**src/rtl/game_sequencer.sv**
```systemverilog
// Breakout-style game sequencer: serve/play/miss/pause/win/lose flow, lives and score.
// One frame_clk tick per video frame; all sequencing counts are in frames.
module game_sequencer #(
    parameter int          LIVES       = 3,
    parameter int          SERVE_DELAY = 60,
    parameter int          MISS_HOLD   = 30,
    parameter logic [7:0]  KEY_START   = 8'h2C,
    parameter logic [7:0]  KEY_PAUSE   = 8'h13,
    parameter logic [7:0]  KEY_RESTART = 8'h28
) (
    input  logic        frame_clk,
    input  logic        Reset,
    input  logic [7:0]  keycode,
    input  logic        Ball_Miss,
    input  logic        Brick_Hit,
    input  logic        Bricks_Clear,
    output logic [7:0]  Bar_Key,
    output logic        Bar_Reset,
    output logic        Ball_Reset,
    output logic        Ball_Run,
    output logic [1:0]  Lives,
    output logic [9:0]  Score,
    output logic [2:0]  State,
    output logic        Game_Over,
    output logic        Game_Win
);

    typedef enum logic [2:0] {
        S_IDLE  = 3'd0,
        S_SERVE = 3'd1,
        S_PLAY  = 3'd2,
        S_MISS  = 3'd3,
        S_OVER  = 3'd4,
        S_WIN   = 3'd5,
        S_PAUSE = 3'd6
    } state_t;

    localparam logic [7:0] SERVE_LOAD = 8'(SERVE_DELAY - 1);
    localparam logic [7:0] MISS_LOAD  = 8'(MISS_HOLD - 1);
    localparam logic [1:0] LIVES_LOAD = 2'(LIVES);
    localparam logic [9:0] SCORE_MAX  = 10'd999;

    state_t      r_state;
    logic [7:0]  r_cnt;
    logic [1:0]  r_lives;
    logic [9:0]  r_score;
    logic [7:0]  r_prev_key;

    state_t      w_state_nxt;
    logic [7:0]  w_cnt_nxt;
    logic [1:0]  w_lives_nxt;
    logic [9:0]  w_score_nxt;
    logic        w_start_ev;
    logic        w_pause_ev;
    logic        w_restart_ev;

    // A key event is the first frame a key appears, so a held key fires once.
    assign w_start_ev   = (keycode == KEY_START)   && (r_prev_key != KEY_START);
    assign w_pause_ev   = (keycode == KEY_PAUSE)   && (r_prev_key != KEY_PAUSE);
    assign w_restart_ev = (keycode == KEY_RESTART) && (r_prev_key != KEY_RESTART);

    always_ff @(posedge frame_clk or posedge Reset) begin
        if (Reset) begin
            r_state    <= S_IDLE;
            r_cnt      <= 8'd0;
            r_lives    <= LIVES_LOAD;
            r_score    <= 10'd0;
            r_prev_key <= 8'h00;
        end else begin
            r_state    <= w_state_nxt;
            r_cnt      <= w_cnt_nxt;
            r_lives    <= w_lives_nxt;
            r_score    <= w_score_nxt;
            r_prev_key <= keycode;
        end
    end

    always_comb begin
        w_state_nxt = r_state;
        w_cnt_nxt   = r_cnt;
        w_lives_nxt = r_lives;
        w_score_nxt = r_score;
        case (r_state)
            S_IDLE: begin
                if (w_start_ev) begin
                    w_state_nxt = S_SERVE;
                    w_lives_nxt = LIVES_LOAD;
                    w_score_nxt = 10'd0;
                    w_cnt_nxt   = SERVE_LOAD;
                end
            end
            S_SERVE: begin
                if (r_cnt == 8'd0) begin
                    w_state_nxt = S_PLAY;
                end else begin
                    w_cnt_nxt = r_cnt - 8'd1;
                end
            end
            S_PLAY: begin
                // Score still counts the brick hit that clears the wall or coincides with a miss.
                if (Brick_Hit && (r_score != SCORE_MAX)) begin
                    w_score_nxt = r_score + 10'd1;
                end
                if (Bricks_Clear) begin
                    w_state_nxt = S_WIN;
                end else if (Ball_Miss) begin
                    w_state_nxt = S_MISS;
                    w_lives_nxt = (r_lives == 2'd0) ? 2'd0 : r_lives - 2'd1;
                    w_cnt_nxt   = MISS_LOAD;
                end else if (w_pause_ev) begin
                    w_state_nxt = S_PAUSE;
                end
            end
            S_PAUSE: begin
                if (w_pause_ev) begin
                    w_state_nxt = S_PLAY;
                end
            end
            S_MISS: begin
                if (r_cnt == 8'd0) begin
                    if (r_lives == 2'd0) begin
                        w_state_nxt = S_OVER;
                    end else begin
                        w_state_nxt = S_SERVE;
                        w_cnt_nxt   = SERVE_LOAD;
                    end
                end else begin
                    w_cnt_nxt = r_cnt - 8'd1;
                end
            end
            S_OVER, S_WIN: begin
                // Lives and Score stay visible on the end screen until the next start.
                if (w_restart_ev) begin
                    w_state_nxt = S_IDLE;
                end
            end
            default: begin
                w_state_nxt = S_IDLE;
            end
        endcase
    end

    always_comb begin
        Bar_Reset  = 1'b0;
        Ball_Reset = 1'b0;
        Ball_Run   = 1'b0;
        Game_Over  = 1'b0;
        Game_Win   = 1'b0;
        Bar_Key    = 8'h00;
        case (r_state)
            S_IDLE: begin
                Bar_Reset  = 1'b1;
                Ball_Reset = 1'b1;
            end
            S_SERVE: begin
                Ball_Reset = 1'b1;
                Bar_Key    = keycode;
            end
            S_PLAY: begin
                Ball_Run = 1'b1;
                Bar_Key  = keycode;
            end
            S_MISS: begin
                Bar_Reset  = 1'b1;
                Ball_Reset = 1'b1;
            end
            S_OVER: begin
                Ball_Reset = 1'b1;
                Game_Over  = 1'b1;
            end
            S_WIN: begin
                Ball_Reset = 1'b1;
                Game_Win   = 1'b1;
            end
            default: begin
                Bar_Key = 8'h00;
            end
        endcase
    end

    assign Lives = r_lives;
    assign Score = r_score;
    assign State = r_state;

endmodule
```
**config.mk**
```make
export PLATFORM = sky130hd
export DESIGN_NAME = game_sequencer
export DESIGN_NICKNAME = d
export VERILOG_FILES = /design/src/rtl/game_sequencer.sv
export SDC_FILE = /design/constraint.sdc
export NUM_CORES = 1
export LEC_CHECK = 0
export CAP_MARGIN = 20
export CORE_ASPECT_RATIO = 0.5
export CORE_UTILIZATION = 55
export DETAILED_ROUTE_END_ITERATION = 10
export PLACE_DENSITY = 0.85
export SLEW_MARGIN = 20
export SYNTH_ARGS = -nofsm -noshare
export SYNTH_HDL_FRONTEND = slang
export SYNTH_SLANG_ARGS = --single-unit
export TNS_END_PERCENT = 5
```
**constraint.sdc**
```tcl
create_clock -name frame_clk -period 3.28 [get_ports frame_clk]
set_clock_uncertainty 0.05 [all_clocks]
set_input_delay 0.656 -clock frame_clk [delete_from_list [all_inputs] [get_ports frame_clk]]
set_output_delay 0.656 -clock frame_clk [all_outputs]
set_load 0.02 [all_outputs]
```
==> impl_results.rst <==
.. list-table::
   :header-rows: 1

   * - Metric
     - Value
   * - Post-Syn Nets
     - 217
   * - Overall die area
     - 0.003751 mm^2
   * - Part of the Yosys area used for sequential elements
     - 0.4047
   * - Routed length per instance
     - 15.89 um
   * - FFs w/ async S/R, synth
     - 1.000
   * - Required time of the critical path
     - 2.57 ns
   * - Unrepaired setup endpoints after global routing
     - false
   * - Min Tclk post-route
     - 2.894 ns
   * - Ys flop type
     - dfrtp_1
   * - Sum of negative setup slack
     - 0 ns
   * - Antenna violations before repair
     - 0
   * - Number of endpoints with negative hold slack in the final report
     - 0
   * - I/O pin count
     - 41
   * - DR vias/cell
     - 6.241
   * - Count of unresolved DRC violations after routing
     - 0
   * - Sinks on the clock net
     - 31
   * - Number of max-capacitance violations reported
     - 0
   * - Synthesized area divided by synthesized cell count
     - 9.568 um^2
   * - Worst hold slack
     - 0.4599 ns
   * - Number of hold buffers added after cts
     - 0
   * - Path class of the lowest-slack min-delay path
     - flip-flop to flip-flop
   * - Crit-path cells
     - clkinv_1, nand2_1, nand2_1, clkdlybuf4s50_1
   * - Maximum number of pins on one net before global-route repair
     - 32
   * - Deepest level of the CTS H-tree
     - 2
   * - Number of optimization iterations in the first detailed-route pass
     - 5
   * - Count of buffers added by post-CTS timing repair for setup
     - 0
   * - Distinct cells, synth
     - 63
   * - Max frequency
     - 345.5 MHz
   * - Area of the core region
     - 0.003153 mm^2
   * - Global routing usage summed across all routing layers
     - 0.2597
   * - Number of buffers inserted by port buffering
     - 40
   * - HPWL after DPL
     - 3.364 mm
   * - Area growth from synthesis to layout
     - 27.46%
   * - CP delay by family, top
     - buffers and inverters
   * - Clock tree root driver cell
     - clkbuf_8
   * - Power density of the placed cells
     - 807.5 mW/mm^2
   * - Top cell type's share of synthesized area
     - 0.3774
   * - Number of warning messages in the yosys log
     - 0
   * - Most common library cells after synthesis
     - dfrtp_1 (29), o21ai_0 (16), nor2_1 (13)
   * - Sum of buffers and inverters on the critical path
     - 2
   * - Delay contributed by the slowest stage of the critical path
     - 0.54 ns
   * - CP startpoint kind
     - flip-flop
   * - Largest cells by area after synthesis
     - dfrtp_1 (38%), o21ai_0 (4.2%), and3_1 (3.3%)
   * - Cell with the most instances after synthesis
     - dfrtp_1
   * - Rel. slew slack
     - 0.5368
   * - Quantity of gates resized following cts
     - 0
   * - TritonCTS clock tree
     - built
   * - Element type at the critical path end
     - output port
   * - Max Root-Sink Buffers
     - 2
   * - Post-route clock period utilization
     - 0.8824
   * - Setup-violating endpoint count in the final report
     - 0
   * - Biggest area consumer among synthesized cells
     - dfrtp_1
   * - Initial standard-cell utilization of the core
     - 0.6099
   * - Final antenna-violating net count
     - 0
   * - Global-route wire length before repair
     - 7.403 mm
   * - Worst Tran Pin Value
     - 0.6925 ns
   * - Post-route core utilization
     - 0.7774
   * - Vias in the first global route
     - 1610
   * - Data arrival at the endpoint of the critical path
     - 2.19 ns
   * - Worst-case vdd ir drop
     - 420.9 uV
   * - Antenna Diode Count
     - 0
   * - Clock slew at reported path FFs
     - 0.07 ns
   * - Fraction of layout cells with a size suffix above 1
     - 0.1098
   * - Most frequent CP cell
     - nand2_1
   * - Overall via count from detail_route
     - 1785
   * - Global-route congestion overflow total
     - 0
   * - Outcome
     - completed
   * - Number of enable-type register cells in the synthesized netlist
     - 0
   * - Number of clock buffers inserted by TritonCTS
     - 5
   * - Clk_lat worst skew
     - 0.28 ns
   * - Total power after layout
     - 0.001979 W
   * - Max-slew violation total from the final report
     - 0
   * - Critical Setup Path Class
     - flip-flop to output port
   * - Row cnt
     - 14
   * - Die span in y
     - 43.81 um
   * - Gate count after technology mapping
     - 201
   * - Final WL
     - 4.544 mm
   * - Highest-delay cell along the critical path
     - clkdlybuf4s50_1
   * - Drt initial violations
     - 156
   * - Final layout net count
     - 261
   * - Die outline width
     - 85.63 um
   * - Maximum fanout count along the critical path
     - 17
   * - Routability cong.
     - 0.8586
   * - Flops & latches, synth
     - 31
   * - Post-synthesis cell area
     - 0.001923 mm^2
   * - Lkg Pwr
     - 1.021 nW
[final cells by class]
cell class                      count  area [um^2]
Timing Repair Buffer               45        437.9
Inverter                            9        33.78
Fill cell                         228        701.9
Sequential cell                    31        778.2
Clock inverter                      1        5.005
Multi-Input combinational cell    153         1070
Clock buffer                        7        76.32
Tap cell                           40        50.05
[state kept, by name, summed over array words and instances (netlist names)]
| name | flops |
|---|---|
| Score | 10 |
| r_cnt | 8 |
| r_prev_key | 8 |
| State | 3 |
| Lives | 2 |
[worst reg2reg max path, cell delays in order (launching register included)]
cell and delay, ns:
dfrtp_1 0.38, and4bb_2 0.36, nand4b_4 0.13, a2111oi_4 0.57
or2_1 0.36, mux2_4 0.33
[worst paths after layout]
kind                               startpoint    endpoint  slack [ns]  cells past startpoint
min in group asynchronous               Reset    Score[2]        0.70                      3
worst max register to register  r_prev_key[4]    r_cnt[1]        0.99                      5
worst max-delay path                 State[2]  Ball_Reset        0.39                      4
worst min-delay path                 r_cnt[6]    r_cnt[7]        0.46                      1
worst min register to register       r_cnt[6]    r_cnt[7]        0.46                      1
max in group asynchronous               Reset    Lives[0]        2.15                      3
[cells in the final DEF (no fill, tap or decap), types with 4 or more instances in the layout]
master / instances
clkdlybuf4s50_1: 40
dfrtp_1: 29
o21ai_0: 16
nor2_1: 13
a21oi_1: 11
nand2_1: 10
and3_1: 10
nor3_1: 9
inv_1: 8
nand3_1: 5
o31ai_1: 5
clkbuf_8: 5
buf_4: 5
and2_1: 4
nand2b_1: 4
o22a_1: 4
[metrics by stage]
stage          worst slack, ns  cells  cell area [um^2]
4_1_cts                 0.4440    286              2451
2_1_floorplan           0.9680    201              1923
3_3_place_gp            0.5100    278              2370
6_report                0.3857    286              2451
3_5_place_dp            0.4494    278              2370
5_1_grt                 0.2736    286              2451
[report_power, final]
part           leakage [nW]  internal, W  switching [W]
sequential            0.382     0.000475       0.000103
clock                0.0422     0.000149       0.000137
combinational         0.598     0.000489       0.000626
[cell families after synthesis]
| kind of cell | share of synthesized area |
|---|---|
| xor+xnor | 0.004555 |
| buf+inv | 0.03903 |
| simple gates | 0.2498 |
| flops | 0.4047 |
| mux | 0.02472 |
| compound gates | 0.2577 |
| fa+ha+maj | 0.01952 |
[layer usage]
metal	wire length, um	global-route usage	up-vias
li1	-	-	857
met1	2089	0.3450	859
met2	2160	0.4240	64
met3	259	0.06286	5
met4	34	0.09333	0
met5	0	0	-
No activity file was read; power rests on OpenSTA's default activity.
